[src/rtl/arb_pkg.sv]
// ============================================================================
// Module      : arb_pkg
// Description : Shared types, sizes and helpers for the round-robin arbiter.
// Revision    : 1.0 - initial release
// ============================================================================
`default_nettype none

package arb_pkg;

    localparam int N_REQ = 4;
    localparam int ID_W  = 2;

    typedef enum logic [0:0] {
        IDLE = 1'b0,
        BUSY = 1'b1
    } arb_state_e;

    function automatic logic [N_REQ-1:0] onehot_from_id(input logic [ID_W-1:0] id);
        logic [N_REQ-1:0] oh;
        oh     = '0;
        oh[id] = 1'b1;
        return oh;
    endfunction

endpackage

`default_nettype wire

[src/rtl/rr_arbiter_if.sv]
// ============================================================================
// Module      : rr_arbiter_if
// Description : Request/grant bundle between the clients and the arbiter.
// Revision    : 1.0 - initial release
// ============================================================================
`default_nettype none

interface rr_arbiter_if;
    import arb_pkg::*;

    logic [N_REQ-1:0] req;
    // "release" is a reserved SystemVerilog keyword, hence the short name.
    logic             rel;
    logic [N_REQ-1:0] gnt;
    logic [ID_W-1:0]  gnt_id;
    logic             valid;
    logic             timeout;

    modport master (
        output req,
        output rel,
        input  gnt,
        input  gnt_id,
        input  valid,
        input  timeout
    );

    modport slave (
        input  req,
        input  rel,
        output gnt,
        output gnt_id,
        output valid,
        output timeout
    );

endinterface

`default_nettype wire

[src/rtl/rr_pick.sv]
// ============================================================================
// Module      : rr_pick
// Description : Combinational rotating-priority search starting at ptr.
// Revision    : 1.0 - initial release
// ============================================================================
`default_nettype none

module rr_pick
    import arb_pkg::*;
(
    input  logic [N_REQ-1:0] req,
    input  logic [ID_W-1:0]  ptr,
    output logic [ID_W-1:0]  win_id,
    output logic             any
);

    logic [ID_W-1:0] idx;

    // Walk from the lowest priority upward so the highest-priority hit is written last.
    always_comb begin
        win_id = '0;
        any    = 1'b0;
        idx    = '0;
        for (int k = N_REQ - 1; k >= 0; k--) begin
            idx = ptr + ID_W'(k);
            if (req[idx]) begin
                win_id = idx;
                any    = 1'b1;
            end
        end
    end

endmodule

`default_nettype wire

[src/rtl/rr_arbiter.sv]
// ============================================================================
// Module      : rr_arbiter
// Description : Four-client round-robin arbiter with registered grant outputs.
//               Define ARB_TIMEOUT_EN to build the hold-limit revoke logic.
// Revision    : 1.0 - initial release
// ============================================================================
`default_nettype none

module rr_arbiter
    import arb_pkg::*;
#(
    parameter int MAX_HOLD = 15,
    parameter int CNT_W    = 4
) (
    input  logic         clk,
    input  logic         rst,
    rr_arbiter_if.slave  arb
);

    if (CNT_W < 1 || MAX_HOLD < 1 || MAX_HOLD >= (1 << CNT_W)) begin : g_param_check
        $error("rr_arbiter: MAX_HOLD must lie in 1..2**CNT_W-1");
    end

    arb_state_e       state_q,   state_d;
    logic [ID_W-1:0]  ptr_q,     ptr_d;
    logic [N_REQ-1:0] gnt_q,     gnt_d;
    logic [ID_W-1:0]  gnt_id_q,  gnt_id_d;
    logic             valid_q,   valid_d;
    logic             timeout_q, timeout_d;

    logic [ID_W-1:0]  w_win_id;
    logic             w_any;
    logic             w_end_grant;
    logic             w_hold_limit;

    rr_pick u_pick (
        .req    (arb.req),
        .ptr    (ptr_q),
        .win_id (w_win_id),
        .any    (w_any)
    );

    assign w_end_grant = arb.rel | ~arb.req[gnt_id_q];

`ifdef ARB_TIMEOUT_EN
    logic [CNT_W-1:0] hcnt_q, hcnt_d;

    // hcnt counts completed cycles of the current grant, so the limit hits in cycle MAX_HOLD.
    assign w_hold_limit = (state_q == BUSY) && (hcnt_q == CNT_W'(MAX_HOLD - 1));

    always_comb begin
        hcnt_d = hcnt_q;
        if (state_q == IDLE) begin
            hcnt_d = '0;
        end else if (!w_end_grant && !w_hold_limit) begin
            hcnt_d = hcnt_q + 1'b1;
        end
    end

    always_ff @(posedge clk) begin
        if (rst) begin
            hcnt_q <= '0;
        end else begin
            hcnt_q <= hcnt_d;
        end
    end
`else
    assign w_hold_limit = 1'b0;
`endif

    always_comb begin
        state_d   = state_q;
        ptr_d     = ptr_q;
        gnt_d     = gnt_q;
        gnt_id_d  = gnt_id_q;
        valid_d   = valid_q;
        timeout_d = 1'b0;
        case (state_q)
            IDLE: begin
                if (w_any) begin
                    state_d  = BUSY;
                    ptr_d    = w_win_id + 1'b1;
                    gnt_d    = onehot_from_id(w_win_id);
                    gnt_id_d = w_win_id;
                    valid_d  = 1'b1;
                end
            end
            BUSY: begin
                // An owner-initiated end wins over a simultaneous hold-limit revoke.
                if (w_end_grant) begin
                    state_d = IDLE;
                    gnt_d   = '0;
                    valid_d = 1'b0;
                end else if (w_hold_limit) begin
                    state_d   = IDLE;
                    gnt_d     = '0;
                    valid_d   = 1'b0;
                    timeout_d = 1'b1;
                end
            end
            default: begin
                state_d = IDLE;
                gnt_d   = '0;
                valid_d = 1'b0;
            end
        endcase
    end

    always_ff @(posedge clk) begin
        if (rst) begin
            state_q   <= IDLE;
            ptr_q     <= '0;
            gnt_q     <= '0;
            gnt_id_q  <= '0;
            valid_q   <= 1'b0;
            timeout_q <= 1'b0;
        end else begin
            state_q   <= state_d;
            ptr_q     <= ptr_d;
            gnt_q     <= gnt_d;
            gnt_id_q  <= gnt_id_d;
            valid_q   <= valid_d;
            timeout_q <= timeout_d;
        end
    end

    assign arb.gnt     = gnt_q;
    assign arb.gnt_id  = gnt_id_q;
    assign arb.valid   = valid_q;
    assign arb.timeout = timeout_q;

endmodule

`default_nettype wire

[src/flat_wrapper.sv]
// flat-port wrapper written by rule: the top's interface ports become plain ports
module rr_arbiter_flat import arb_pkg::*;
#(
    parameter int MAX_HOLD = 15,
    parameter int CNT_W    = 4
)
  (clk, rst, arb_req, arb_rel, arb_gnt, arb_gnt_id, arb_valid, arb_timeout);
  rr_arbiter_if arb_i ();
  input  logic clk;
  input  logic rst;
  input wire logic [$bits(arb_i.req)-1:0] arb_req;
  input wire logic [$bits(arb_i.rel)-1:0] arb_rel;
  output wire logic [$bits(arb_i.gnt)-1:0] arb_gnt;
  output wire logic [$bits(arb_i.gnt_id)-1:0] arb_gnt_id;
  output wire logic [$bits(arb_i.valid)-1:0] arb_valid;
  output wire logic [$bits(arb_i.timeout)-1:0] arb_timeout;
  assign arb_i.req = arb_req;
  assign arb_i.rel = arb_rel;
  assign arb_gnt = arb_i.gnt;
  assign arb_gnt_id = arb_i.gnt_id;
  assign arb_valid = arb_i.valid;
  assign arb_timeout = arb_i.timeout;
  rr_arbiter #(.MAX_HOLD(MAX_HOLD), .CNT_W(CNT_W)) u_core (.clk(clk), .rst(rst), .arb(arb_i));
endmodule
[config.mk]
export PLATFORM = sky130hd
export DESIGN_NAME = rr_arbiter_flat
export DESIGN_NICKNAME = d
export VERILOG_FILES = /design/src/rtl/arb_pkg.sv /design/src/rtl/rr_arbiter_if.sv /design/src/rtl/rr_pick.sv /design/src/rtl/rr_arbiter.sv /design/src/flat_wrapper.sv
export SDC_FILE = /design/constraint.sdc
export NUM_CORES = 1
export LEC_CHECK = 0
export BUFFER_PORTS_ARGS = -buffer_cell sky130_fd_sc_hd__clkbuf_2
export CAP_MARGIN = 40
export CELL_PAD_IN_SITES_DETAIL_PLACEMENT = 1
export CELL_PAD_IN_SITES_GLOBAL_PLACEMENT = 2
export CORE_MARGIN = 2
export CORE_UTILIZATION = 29
export DETAILED_ROUTE_END_ITERATION = 16
export PLACE_DENSITY = 0.88
export SLEW_MARGIN = 5
export SYNTH_ARGS = -nofsm -noshare
export SYNTH_HDL_FRONTEND = slang
export SYNTH_SLANG_ARGS = --single-unit
[constraint.sdc]
create_clock -name clk -period 4.1 [get_ports clk]
set_input_delay 0.41 -clock clk [delete_from_list [all_inputs] [get_ports clk]]
set_output_delay 0.41 -clock clk [all_outputs]
set_load 0.05 [all_outputs]
Yosys cells after proc, flatten, opt, wreduce, memory -nomap -nowiden
Index checks and enable logic that the tools add are counted.

Logic and storage cells: 53. Bits in registers: 10. Input bits: 7.

Equal/unequal tests: 2. Bitwise logic cells: 3. Add/sub/neg operators: 4. Reduce and logical (&&, ||, !) cells: 3. Multiplexer cells: 29. $lt $le $gt $ge: 7.

Operators with widths (number): less-than comparator 2 x 3 -> 1 bit (second input constant) (6); 2-to-1 mux 1 bit (14); binary-select mux 1 bit (select 2 bit) (5); 2-to-1 mux 2 bit (4); 2-to-1 mux 4 bit (2); one-hot mux 4 bit (2 select lines) (1); adder 2 x 1 -> 2 bit (second input constant) (2); adder 2 bit (second input constant) (2); != test 2 bit (second input constant) (2); one-hot mux 1 bit (2 select lines) (2); AND reduction 2 bit (2); demux 1 bit (select 2 bit) (1); >= comparator 2 x 1 -> 1 bit (second input constant) (1); inverter 1 bit (2); logical AND 1 bit (1); OR 1 bit (1).

Longest topological paths before layout
Depth after elaboration: 13. Gate-level depth with buffers: 5. Mapped depth without buffers: 4.

By module
Synthesis repeated with hierarchy kept, for this count alone.

Cell total of the unflattened synthesis: 66. Area, all modules: 605.6 um^2.

By module, submodules not included: rr_arbiter (area each 528.0 um^2, sequential area each 200.2 um^2, cells each 53, instances 1); rr_pick (area each 77.6 um^2, sequential area each 0.0 um^2, cells each 13, instances 1).

Worst setup path after synthesis
OpenSTA, ideal clock, no wires.

Path kind: flip-flop to flip-flop. Start point: reg u_core.gnt_id_q[0], in the netlist u_core.arb.gnt_id[0]. End point: reg u_core.gnt_q[0], in the netlist u_core.arb.gnt[0]. Path buffers: 0. Data arrival time: 1.598 ns. Stages on the path, launching flop included: 5. Library setup time: 0.117 ns. Path slack: 2.384 ns. Cell sequence: dfxtp_1 mux2_2 o21ai_0 o21ai_1 a32o_1.

Word-level cells in the longest chain between the ends: 6.

RTL lines: start, declared (RTL line rr_arbiter.sv:27) `logic [ID_W-1:0] gnt_id_q, gnt_id_d;`; start signal, assigned (RTL line rr_arbiter.sv:121) `gnt_id_q <= gnt_id_d;`; binary-select mux 1 bit (select 2 bit) (RTL line rr_arbiter.sv:43) `assign w_end_grant = arb.rel | ~arb.req[gnt_id_q];`; 2-to-1 mux 1 bit (not written as such) (RTL line rr_arbiter.sv:43); inverter 1 bit (RTL line rr_arbiter.sv:43); OR 1 bit (RTL line rr_arbiter.sv:43); != test 2 bit (no source line); AND reduction 2 bit (no source line); end signal, assigned (RTL line rr_arbiter.sv:120) `gnt_q <= gnt_d;`; end, declared (RTL line rr_arbiter.sv:26) `logic [N_REQ-1:0] gnt_q, gnt_d;`.

No other way between the ends. The select of a mux whose other input is x is not followed. A chain may end at the register's enable or synchronous reset.

Worst setup path in the final report
Ends and elaborated chain as after synthesis.

==> summary.txt <==
Timing
  • Setup Skew: 0.468 ps
  • Final worst path period share: 38.6%
  • PnR worst setup slack: 2520 ps
  • Max frequency: 632 MHz
  • Final hold slack: 412 ps
  • Final setup viols: 0
  • Fin Setup TNS: 0 ps
  • Shortest period the worst path allows: 1580 ps
  • Slew Limit Fails: 0
  • Final Hold Viols: 0
  • RSZ-0062 raised after global routing: no

Synth
  • Synth Area per Inst: 8.70 um^2
  • Synth warn: 0
  • Yosys cell types: 30
  • Synthesized cell area: 522 um^2
  • Post-synth ARST share: 0%
  • Top FF cell, synth: dfxtp_1
  • Top post-synthesis cells by count: dfxtp_1 (10), nand2_1 (6), nor2_1 (6)
  • Mapped Cells: 60
  • Post-synthesis register bit count: 10
  • Top-area cell type share of the netlist area: 38.4%
  • Seq/Total Area, Yosys: 38.4%
  • Number of flops mapped to enable cells by yosys: 0
  • Synth area leaders: dfxtp_1 (38%), a32o_1 (7.7%), a21o_1 (4.3%)
  • Yosys top cell by area: dfxtp_1
  • Top-count cell post-synth: dfxtp_1
  • Mapped Nets: 67

Floorplanning
  • Die width: 46.4 um
  • CORE AREA: 1710 um^2
  • DIE HEIGHT: 46.4 um
  • Initial core utilization: 30.5%
  • FP Rows: 15
  • Io pins: 15
  • Die Area: 2150 um^2

Setup path
  • Setup CP Type: reg2reg
  • Critical path data arrival time: 1740 ps
  • CP Capture Type: flop
  • Required time worst endpoint: 4260 ps
  • CP max FO: 5
  • Startpoint Class: flop

Placement
  • GP Congestion: 0.743
  • Setup WS pre-CTS: 2430 ps
  • PortBufs: 13
  • DP HPWL: 951 um

Global routing
  • GRT Total Usage: 12.7%
  • First-pass GRT wire length: 1880 um
  • Initial antenna violation count: 0
  • Largest net degree at the start of global routing: 9
  • Remaining Overflow, GRT: 0
  • Vias in the first global route: 443

Clock network
  • CTS sink cnt: 10
  • CTS max path bufs: 2
  • CTS tree: built
  • Cts hold-fix bufs: 0
  • Clock root buffer: clkbuf_4
  • Clk slew on worst S/H paths: 60 ps
  • Total CTS buffers: 3
  • Worst-skew pair later-pin latency: 270 ps
  • Post-CTS setup buffer count: 0
  • Gates resized, CTS repair: 0
  • H-tree levels: 1

Finish
  • # nets final: 83
  • P&R area growth vs syn: 23.3%
  • Antenna cells: 0
  • Ratio of cells with drive above 1 in the final layout: 26.7%

Detailed routing
  • Drt first pass iters: 3
  • Post-DR wirelength/cell: 12.1 um
  • Initial drt markers: 9
  • DRC errors left: 0
  • Antenna Violating Nets Remaining: 0
  • Final WL: 1210 um
  • Drt via density: 4.99
  • DR vias: 499

Status
  • Status: completed

Pwr
  • Leak: 0.273 nW
  • Power, Total: 0.286 mW
  • Peak supply drop: 0.179 mV
  • Power density cells: 444 nW/um^2

Job
  • Max_cap viols: 0

Min path
  • Hold Crit Class: in2reg
## path summary, 6_finish.rpt
path,startpoint,endpoint,slack [ps],cells after the start
max reg2reg,u_core.arb.gnt_id[0]$_SDFFE_PP0P_,u_core.arb.gnt[0]$_SDFFE_PP0P_,2520,4
max,u_core.arb.gnt_id[0]$_SDFFE_PP0P_,u_core.arb.gnt[0]$_SDFFE_PP0P_,2520,4
min reg2reg,u_core.arb.valid$_SDFFE_PP0P_,u_core.arb.valid$_SDFFE_PP0P_,460,1
min,rst,u_core.arb.gnt_id[1]$_SDFFE_PP0P_,410,2
## sequential cells by signal, summed over array words and instances (netlist names)
signal and flops:
u_core.arb.gnt 4, u_core.arb.gnt_id 2, u_core.ptr_q 2, u_core.arb.valid 1, u_core.state_q 1
## layout make-up
cell class | count | area, um^2
clock buffer | 4 | 36.3
fill | 209 | 1060
inverter | 1 | 3.75
multi-input combinational | 47 | 307
sequential | 10 | 200
tap | 25 | 31.3
timing repair buffer | 13 | 65.1
## cells by family after synthesis
group / synth area share, %
other cells: 0.719
simple gates: 18.9
compound gates: 33.1
mux: 6.00
buf+inv: 2.88
flops: 38.4
## through the flow
step / util, % / area (um^2) / cells
6_report: 37.7 / 643 / 100
5_1_grt: 37.7 / 643 / 100
2_1_floorplan: - / 522 / 60
3_3_place_gp: 35.5 / 607 / 96
3_5_place_dp: 35.5 / 607 / 96
4_1_cts: 37.7 / 643 / 100
## per-layer routing
layer	routed length, um	vias up	GRT usage [%]
li1	-	253	-
met1	597	228	16.7
met2	522	14	18.6
met3	64	4	2.35
met4	25	0	8.57
met5	0	-	0
## power by group
part / switching (mW) / internal (mW) / total (mW)
Combinational: 0.0526 / 0.0279 / 0.0805
Sequential: 0.00916 / 0.107 / 0.116
Clock: 0.0349 / 0.0540 / 0.0889
Total: 0.0967 / 0.189 / 0.286
## cells in the final DEF, fill, tap and decap left out, drive strengths merged, types with 2 or more instances in the layout
master / n
dfxtp: 10
nor2b: 3
o21ai: 2
a21oi: 3
nor2: 6
clkbuf: 17
nand2: 6
a32o: 4
mux2i: 2
a21o: 3
nand3: 2
## worst max-delay path, stage by stage (launching register included)
cell,delay (ps)
dfxtp_1,410
mux2_2,350
o21ai_0,250
o21ai_1,220
a32o_1,250
(Power assumes the default switching activity.)
